File: src/rtl/cpu_pkg.sv
// Shared definitions for the 5-stage CPU datapath.
//   ALU_ADD..ALU_SRL : ALUCon operation encodings
//   MEMREAD/MEMWRITE : bit positions inside MEM_Con
//   MEMTOREG/REGWRE  : bit positions inside WB_Con
//   DW_DEF/RW_DEF    : default datapath and register-index widths
package cpu_pkg;

   localparam int DW_DEF = 32;
   localparam int RW_DEF = 5;

   localparam logic [2:0] ALU_ADD = 3'b000;
   localparam logic [2:0] ALU_SUB = 3'b001;
   localparam logic [2:0] ALU_AND = 3'b010;
   localparam logic [2:0] ALU_OR  = 3'b011;
   localparam logic [2:0] ALU_XOR = 3'b100;
   localparam logic [2:0] ALU_SLT = 3'b101;
   localparam logic [2:0] ALU_SLL = 3'b110;
   localparam logic [2:0] ALU_SRL = 3'b111;

   localparam int MEMREAD  = 1;
   localparam int MEMWRITE = 0;
   localparam int MEMTOREG = 1;
   localparam int REGWRE   = 0;

endpackage

File: src/rtl/alu.sv
// Combinational ALU for the execute stage.
//   a, b    in  DW  operands
//   alu_con in  3   operation (cpu_pkg ALU_* encodings)
//   result  out DW  operation result
//   zero    out 1   result == 0
module alu
   import cpu_pkg::*;
#(
   parameter int DW = DW_DEF
) (
   input  logic [DW-1:0] a,
   input  logic [DW-1:0] b,
   input  logic [2:0]    alu_con,
   output logic [DW-1:0] result,
   output logic          zero
);

   logic [4:0] shamt;
   logic       lt;

   assign shamt = b[4:0];
   assign lt    = $signed(a) < $signed(b);

   always_comb begin
      result = '0;
      unique case (alu_con)
         ALU_ADD: result = a + b;
         ALU_SUB: result = a - b;
         ALU_AND: result = a & b;
         ALU_OR:  result = a | b;
         ALU_XOR: result = a ^ b;
         ALU_SLT: result = {{(DW-1){1'b0}}, lt};
         ALU_SLL: result = a << shamt;
         ALU_SRL: result = a >> shamt;
         default: result = '0;
      endcase
   end

   assign zero = (result == '0);

endmodule

File: src/rtl/ex_mem_stage.sv
// Execute stage and EX/MEM pipeline register.
// Resolves rs/rt forwarding (EX/MEM first, then MEM/WB), runs the ALU,
// picks the destination and registers everything for the memory stage.
//   CLK, RST (async, active-low)
//   Stall / Flush            : hold / bubble the EX/MEM register (Flush wins)
//   MEM_Con, WB_Con, ALUCon, ALUSrcB, RegDst, ID_EX_* : ID/EX register outputs
//   MEM_WB_RegWre/Dst/Data   : write-back stage forwarding source
//   EX_MEM_*                 : registered outputs to the memory stage
module ex_mem_stage
   import cpu_pkg::*;
#(
   parameter int DW = DW_DEF,
   parameter int RW = RW_DEF
) (
   input  logic          CLK,
   input  logic          RST,
   input  logic          Stall,
   input  logic          Flush,
   input  logic [1:0]    MEM_Con,
   input  logic [1:0]    WB_Con,
   input  logic [2:0]    ALUCon,
   input  logic          ALUSrcB,
   input  logic          RegDst,
   input  logic [RW-1:0] ID_EX_Reg_RS,
   input  logic [RW-1:0] ID_EX_Reg_RT,
   input  logic [RW-1:0] ID_EX_Reg_RD,
   input  logic [DW-1:0] ID_EX_Reg_immediate,
   input  logic [DW-1:0] ID_EX_DataBusA,
   input  logic [DW-1:0] ID_EX_DataBusB,
   input  logic          MEM_WB_RegWre,
   input  logic [RW-1:0] MEM_WB_Dst,
   input  logic [DW-1:0] MEM_WB_Data,
   output logic [1:0]    EX_MEM_MEM_Con,
   output logic [1:0]    EX_MEM_WB_Con,
   output logic [DW-1:0] EX_MEM_ALUResult,
   output logic [DW-1:0] EX_MEM_StoreData,
   output logic [RW-1:0] EX_MEM_Dst,
   output logic          EX_MEM_Zero
);

   logic          ex_fwd_ok;
   logic          wb_fwd_ok;
   logic [DW-1:0] opnd_a;
   logic [DW-1:0] rt_data;
   logic [DW-1:0] opnd_b;
   logic [DW-1:0] alu_result;
   logic          alu_zero;
   logic [RW-1:0] dst;

   // A load in EX/MEM has no data yet; its consumer is stalled by the
   // hazard unit and later picks the value up from MEM/WB.
   assign ex_fwd_ok = EX_MEM_WB_Con[REGWRE] && !EX_MEM_WB_Con[MEMTOREG]
                      && (EX_MEM_Dst != '0);
   assign wb_fwd_ok = MEM_WB_RegWre && (MEM_WB_Dst != '0);

   always_comb begin
      opnd_a = ID_EX_DataBusA;
      if (ex_fwd_ok && (EX_MEM_Dst == ID_EX_Reg_RS))
         opnd_a = EX_MEM_ALUResult;
      else if (wb_fwd_ok && (MEM_WB_Dst == ID_EX_Reg_RS))
         opnd_a = MEM_WB_Data;
   end

   always_comb begin
      rt_data = ID_EX_DataBusB;
      if (ex_fwd_ok && (EX_MEM_Dst == ID_EX_Reg_RT))
         rt_data = EX_MEM_ALUResult;
      else if (wb_fwd_ok && (MEM_WB_Dst == ID_EX_Reg_RT))
         rt_data = MEM_WB_Data;
   end

   assign opnd_b = ALUSrcB ? ID_EX_Reg_immediate : rt_data;
   assign dst    = RegDst ? ID_EX_Reg_RD : ID_EX_Reg_RT;

   alu #(.DW(DW)) u_alu (
      .a       (opnd_a),
      .b       (opnd_b),
      .alu_con (ALUCon),
      .result  (alu_result),
      .zero    (alu_zero)
   );

   always_ff @(posedge CLK or negedge RST) begin
      if (!RST) begin
         EX_MEM_MEM_Con   <= '0;
         EX_MEM_WB_Con    <= '0;
         EX_MEM_ALUResult <= '0;
         EX_MEM_StoreData <= '0;
         EX_MEM_Dst       <= '0;
         EX_MEM_Zero      <= 1'b0;
      end else if (Flush) begin
         EX_MEM_MEM_Con   <= '0;
         EX_MEM_WB_Con    <= '0;
         EX_MEM_ALUResult <= '0;
         EX_MEM_StoreData <= '0;
         EX_MEM_Dst       <= '0;
         EX_MEM_Zero      <= 1'b0;
      end else if (!Stall) begin
         EX_MEM_MEM_Con   <= MEM_Con;
         EX_MEM_WB_Con    <= WB_Con;
         EX_MEM_ALUResult <= alu_result;
         EX_MEM_StoreData <= rt_data;
         EX_MEM_Dst       <= dst;
         EX_MEM_Zero      <= alu_zero;
      end
   end

endmodule

File: config.mk
export PLATFORM = sky130hd
export DESIGN_NAME = ex_mem_stage
export DESIGN_NICKNAME = d
export VERILOG_FILES = /design/src/rtl/cpu_pkg.sv /design/src/rtl/alu.sv /design/src/rtl/ex_mem_stage.sv
export SDC_FILE = /design/constraint.sdc
export NUM_CORES = 1
export LEC_CHECK = 0
export ABC_AREA = 1
export CORE_UTILIZATION = 56
export CTS_CLUSTER_SIZE = 10
export DETAILED_ROUTE_END_ITERATION = 7
export GPL_TIMING_DRIVEN = 0
export PLACE_DENSITY = 0.94
export SKIP_LAST_GASP = 1
export SLEW_MARGIN = 20
export SYNTH_ARGS = -nofsm -noshare
export SYNTH_HDL_FRONTEND = slang
export SYNTH_SLANG_ARGS = --single-unit
File: constraint.sdc
create_clock -name CLK -period 5.1 [get_ports CLK]
set_input_delay 1.02 -clock CLK [delete_from_list [all_inputs] [get_ports CLK]]
set_output_delay 1.02 -clock CLK [all_outputs]
set_load 0.01 [all_outputs]
==> impl_results.md, run 1 <==
* Die Y at 158 um
* # placed instances at 2948
* Vias in the first global route at 22806
* Outcome: stopped before the end
* Clock Path Buffers at 2
* Clock Sinks at 74
* First-pass GRT wire length at 142000 um
* H-tree depth at 3
* Post-synth EDFFs at 0
* IO Pins at 236
* Synth area leaders: nand2_1 (17%), nand3_1 (17%), dfrtp_1 (14%), ha_1 (8.9%), inv_1 (7.1%)
* Synth area leader: nand2_1
* Mean post-synth cell area at 5.66 um2
* Pre-CTS WS at -2.08 ns
* Ys Warns at 0
* FP Rows at 56
* Post-detail-place hpwl at 56100 um
* Synth Register Bits at 74
* Gr usage total at 77.6%
* Cts bufs inserted at 9
* Cells after Synth at 2395
* Stop err: [ERROR GRT-0116] Global routing finished with congestion. Check the congestion regions in the DRC Viewer.
* Number of library cell types mapped by synthesis at 48
* Pin count of the biggest net entering global routing at 49
* Routability cong. at 1.47
* Commonest cells post-synth: nand2_1 (630), nand3_1 (448), inv_1 (255)
* CTS root buf: clkbuf_16
* Width of the chip at 158 um
* Buffers added on ports at 233
* Synth top area share at 17.4%
* Most frequent cell after synthesis: nand2_1
* Post-synthesis async set-or-reset flop share at 100%
* Starting density of the core at 57.4%
* Synth Cell Area at 13600 um2
* Fail Step: global routing
* Total grt overflow at 113
* Sequential area share after synthesis at 13.7%
* Syn_nets at 2655
* Main synth FF type: dfrtp_1
==> repair_timing <==
| item | in CTS |
|---|---|
| buffers inserted | 38 |
| pin swaps | 46 |
| gates resized for setup | 298 |
| endpoints found under the setup margin | 28 |
| cloned | 2 |
| hold buffers | 0 |
==> stage by stage <==
| step | hold WS, ns | util (%) | setup TNS (ns) | instance area, um2 |
|---|---|---|---|---|
| floorplan | 0.515 | - | 0 | 13600 |
| global placement | 0.464 | 69.0 | -29.09 | 16300 |
| detailed placement | 0.477 | 69.1 | -37.96 | 16300 |
| CTS | 0.492 | 75.3 | 0 | 17800 |
==> per-layer routing <==
metal  GRT usage, %  overflow
met1           75.6         5
met2           89.3        46
met3           71.2        12
met4           74.7        49
met5           46.8         1
==> kinds of logic after synthesis <==
family                   share of synthesized area (%)
buffers and inverters                             12.0
AND/OR/NAND/NOR                                   42.8
multiplexers                                      2.07
adder cells (fa/ha/maj)                           9.10
XOR/XNOR                                          1.87
AO/OA/AOI/OAI                                     18.5
flip-flops                                        13.7
==> run 2, diff against run 1 <==
--- a/config.mk
+++ b/config.mk
@@ -6,11 +6,10 @@
 export NUM_CORES = 1
 export LEC_CHECK = 0
 export ABC_AREA = 1
-export CORE_UTILIZATION = 56
-export CTS_CLUSTER_SIZE = 10
+export CORE_UTILIZATION = 40
 export DETAILED_ROUTE_END_ITERATION = 7
 export GPL_TIMING_DRIVEN = 0
-export PLACE_DENSITY = 0.94
+export PLACE_DENSITY_LB_ADDON = 0.15
 export SKIP_LAST_GASP = 1
 export SLEW_MARGIN = 20
 export SYNTH_ARGS = -nofsm -noshare
==> run 2 against run 1 <==
Net effect: the flow now finishes, with violations (design-rule violations, negative setup slack); synthesized cell count unchanged; synthesized area unchanged.
==> impl_results.md, run 2 <==
* Worst Setup SP: MEM_WB_Dst[4]
* Synth area leaders: nand2_1 (17%), nand3_1 (17%), dfrtp_1 (14%), ha_1 (8.9%), inv_1 (7.1%)
* Regs by FF count: EX_MEM_ALUResult (32), EX_MEM_StoreData (32), EX_MEM_Dst (5)
* H-tree depth at 3
* Setup CP Type: in -> reg
* Clock Path Buffers at 2
* CTS root buf: clkbuf_16
* Slew Limit Fails at 0
* Gr usage total at 48.5%
* Wire length per cell at 28.3 um
* Synth area leader: nand2_1
* FF+latch area at 1850 um2
* Most frequent CP cell: nand2_1
* Cells after Synth at 2395
* Number of hold violations in the final report at 0
* Critical Path Slowest Stage Cell: ha_1
* Iter 0 DRT Violations at 3567
* Setup Skew at 0.00865 ns
* Worst-margin pin slew at 1.01 ns
* Die Y at 186 um
* Fmax at 196 MHz
* Min-delay src: EX_MEM_StoreData[20]
* Width of the chip at 186 um
* Most frequent cell after synthesis: nand2_1
* Commonest cells post-synth: nand2_1 (630), nand3_1 (448), inv_1 (255)
* Peak supply drop at 0.000183 V
* Most frequent cells in the layout: nand2_1 (587), nand3_1 (440), inv_1 (244)
* Area occupied by multi-input gates at 11400 um2
* CTS tree: done
* Post-synthesis async set-or-reset flop share at 100%
* Reg2reg start: EX_MEM_Dst[0]
* Mean post-synth cell area at 5.66 um2
* Vias per cell at 6.49
* Clock Sinks at 74
* Most common cell after layout, fill and taps aside: nand2_1
* Initial antenna violation count at 3
* Ys Warns at 0
* Arr. time, crit path at 5.40 ns
* CP max stage delay at 0.34 ns
* Routability cong. at 1.13
* Via count at 20366
* Pre-CTS WS at -1.93 ns
* Outcome: finished, violations left
* FP Rows at 67
* Post-route cell area at 18700 um2
* Syn_nets at 2655
* Drt total wl at 88900 um
* Synth Register Bits at 74
* # DRC at 2
* Fillcell total at 3230
* Antenna Nets Post-Route at 0
* DIE AREA at 34600 um2
* Min-Delay Path Class: reg -> reg
* Final setup viols at 1
* Starting density of the core at 40.5%
* First-pass GRT wire length at 120000 um
* Leak at 8.90 nW
* Sequential area share after synthesis at 13.7%
* CP Capture Type: register
* IO Pins at 236
* Layout cell share with drive strength beyond 1 at 15.1%
* Vias in the first global route at 18529
* Design Power at 0.00395 W
* Core Box Area at 33400 um2
* Final net count at 2944
* Buffers added on ports at 233
* Worst Path Required at 5.40 ns
* Final antenna diode count at 0
* Failing checks: design-rule violations, negative setup slack
* Pre-antenna DRT Iters at 8
* Fin crit period at 5.11 ns
* Slew margin rel. at 32.6%
* Final WS setup at -0.00749 ns
* Hold buffers post-CTS at 0
* Cts bufs inserted at 9
* Number of library cell types mapped by synthesis at 48
* Power Density at 211 nW/um2
* Total grt overflow at 0
* Synth Cell Area at 13600 um2
* Fin crit share at 100%
* RSZ-0062 raised after global routing: yes
* Synth top area share at 17.4%
* Post-detail-place hpwl at 68300 um
* Clock slew seen by the registers of the worst setup and hold paths at 0.07 ns
* CP Launch Type: input pin
* CP max FO at 10
* Syn-to-layout area delta at 38.2%
* Pin count of the biggest net entering global routing at 57
* Cell Area, Placed at 16500 um2
* Worst skew pair latency at 0.36 ns
* Setup TNS at -0.00749 ns
* Post-synth EDFFs at 0
* Main synth FF type: dfrtp_1
* Max Cap Viol at 0
## run 2: layer usage
layer / vias up / GRT usage, % / wire (um)
li1: 8610 / - / -
met1: 9404 / 59.4 / 32000
met2: 1886 / 73.1 / 36500
met3: 460 / 14.0 / 12900
met4: 6 / 34.0 / 7530
met5: - / 0 / 84
## run 2: where the power goes
| part | internal [W] | leakage (nW) | switching, W |
|---|---|---|---|
| Sequential | 0.000629 | 0.991 | 0.0000547 |
| Combinational | 0.000870 | 7.77 | 0.00170 |
| Clock | 0.000406 | 0.145 | 0.000283 |
## run 2: worst paths after layout
kind	to	slack (ns)	cells after the start
worst max-delay path	EX_MEM_Zero	-0.007	30
worst min-delay path	EX_MEM_StoreData[20]	0.49	2
worst max register to register	EX_MEM_Zero	0.22	31
worst min register to register	EX_MEM_StoreData[20]	0.49	2
max in group asynchronous	EX_MEM_StoreData[3]	3.94	2
min in group asynchronous	EX_MEM_StoreData[17]	0.55	1
## run 2: cell type report
type / count / share of cell area (%)
tap: 448 / 2.99
buffer: 107 / 3.78
clock inverter: 4 / 0.267
multi-input combinational: 1926 / 61.0
inverter: 268 / 5.50
clock buffer: 12 / 1.37
timing repair buffer: 298 / 15.2
sequential: 74 / 9.88
## run 2: worst max-delay path, delay by kind of cell
kind / cells / cell delay (ns)
AND/OR/NAND/NOR: 19 / 2.42
AO/OA/AOI/OAI: 2 / 0.23
adder cells (fa/ha/maj): 1 / 0.34
multiplexers: 1 / 0.17
XOR/XNOR: 1 / 0.25
buffers and inverters: 6 / 0.94
## run 2: stage by stage
stage	std cells	util (%)	hold WS [ns]
6_report	3137	56.0	0.486
5_1_grt	3137	56.0	0.511
4_1_cts	3106	53.2	0.489
3_5_place_dp	3077	49.3	0.474
3_3_place_gp	3076	49.2	0.468
2_1_floorplan	2395	-	0.515
## run 2: logic make-up (layout without fill, tap and decap cells)
family / after synthesis / after routing / share of synthesized area [%]
multiplexers: 28 / 28 / 2.07
flip-flops: 74 / 74 / 13.7
AND/OR/NAND/NOR: 1323 / 1324 / 42.8
XOR/XNOR: 29 / 29 / 1.87
AO/OA/AOI/OAI: 447 / 447 / 18.5
adder cells (fa/ha/maj): 98 / 98 / 9.10
buffers and inverters: 396 / 689 / 12.0
## run 2: repair_timing
action | CTS | global route
gates resized for setup | 288 | 187
cloned | 1 | 0
setup buffers | 31 | 33
pin swaps | 32 | 49
setup endpoints to repair | 30 | 20
(Power assumes the default switching activity.)
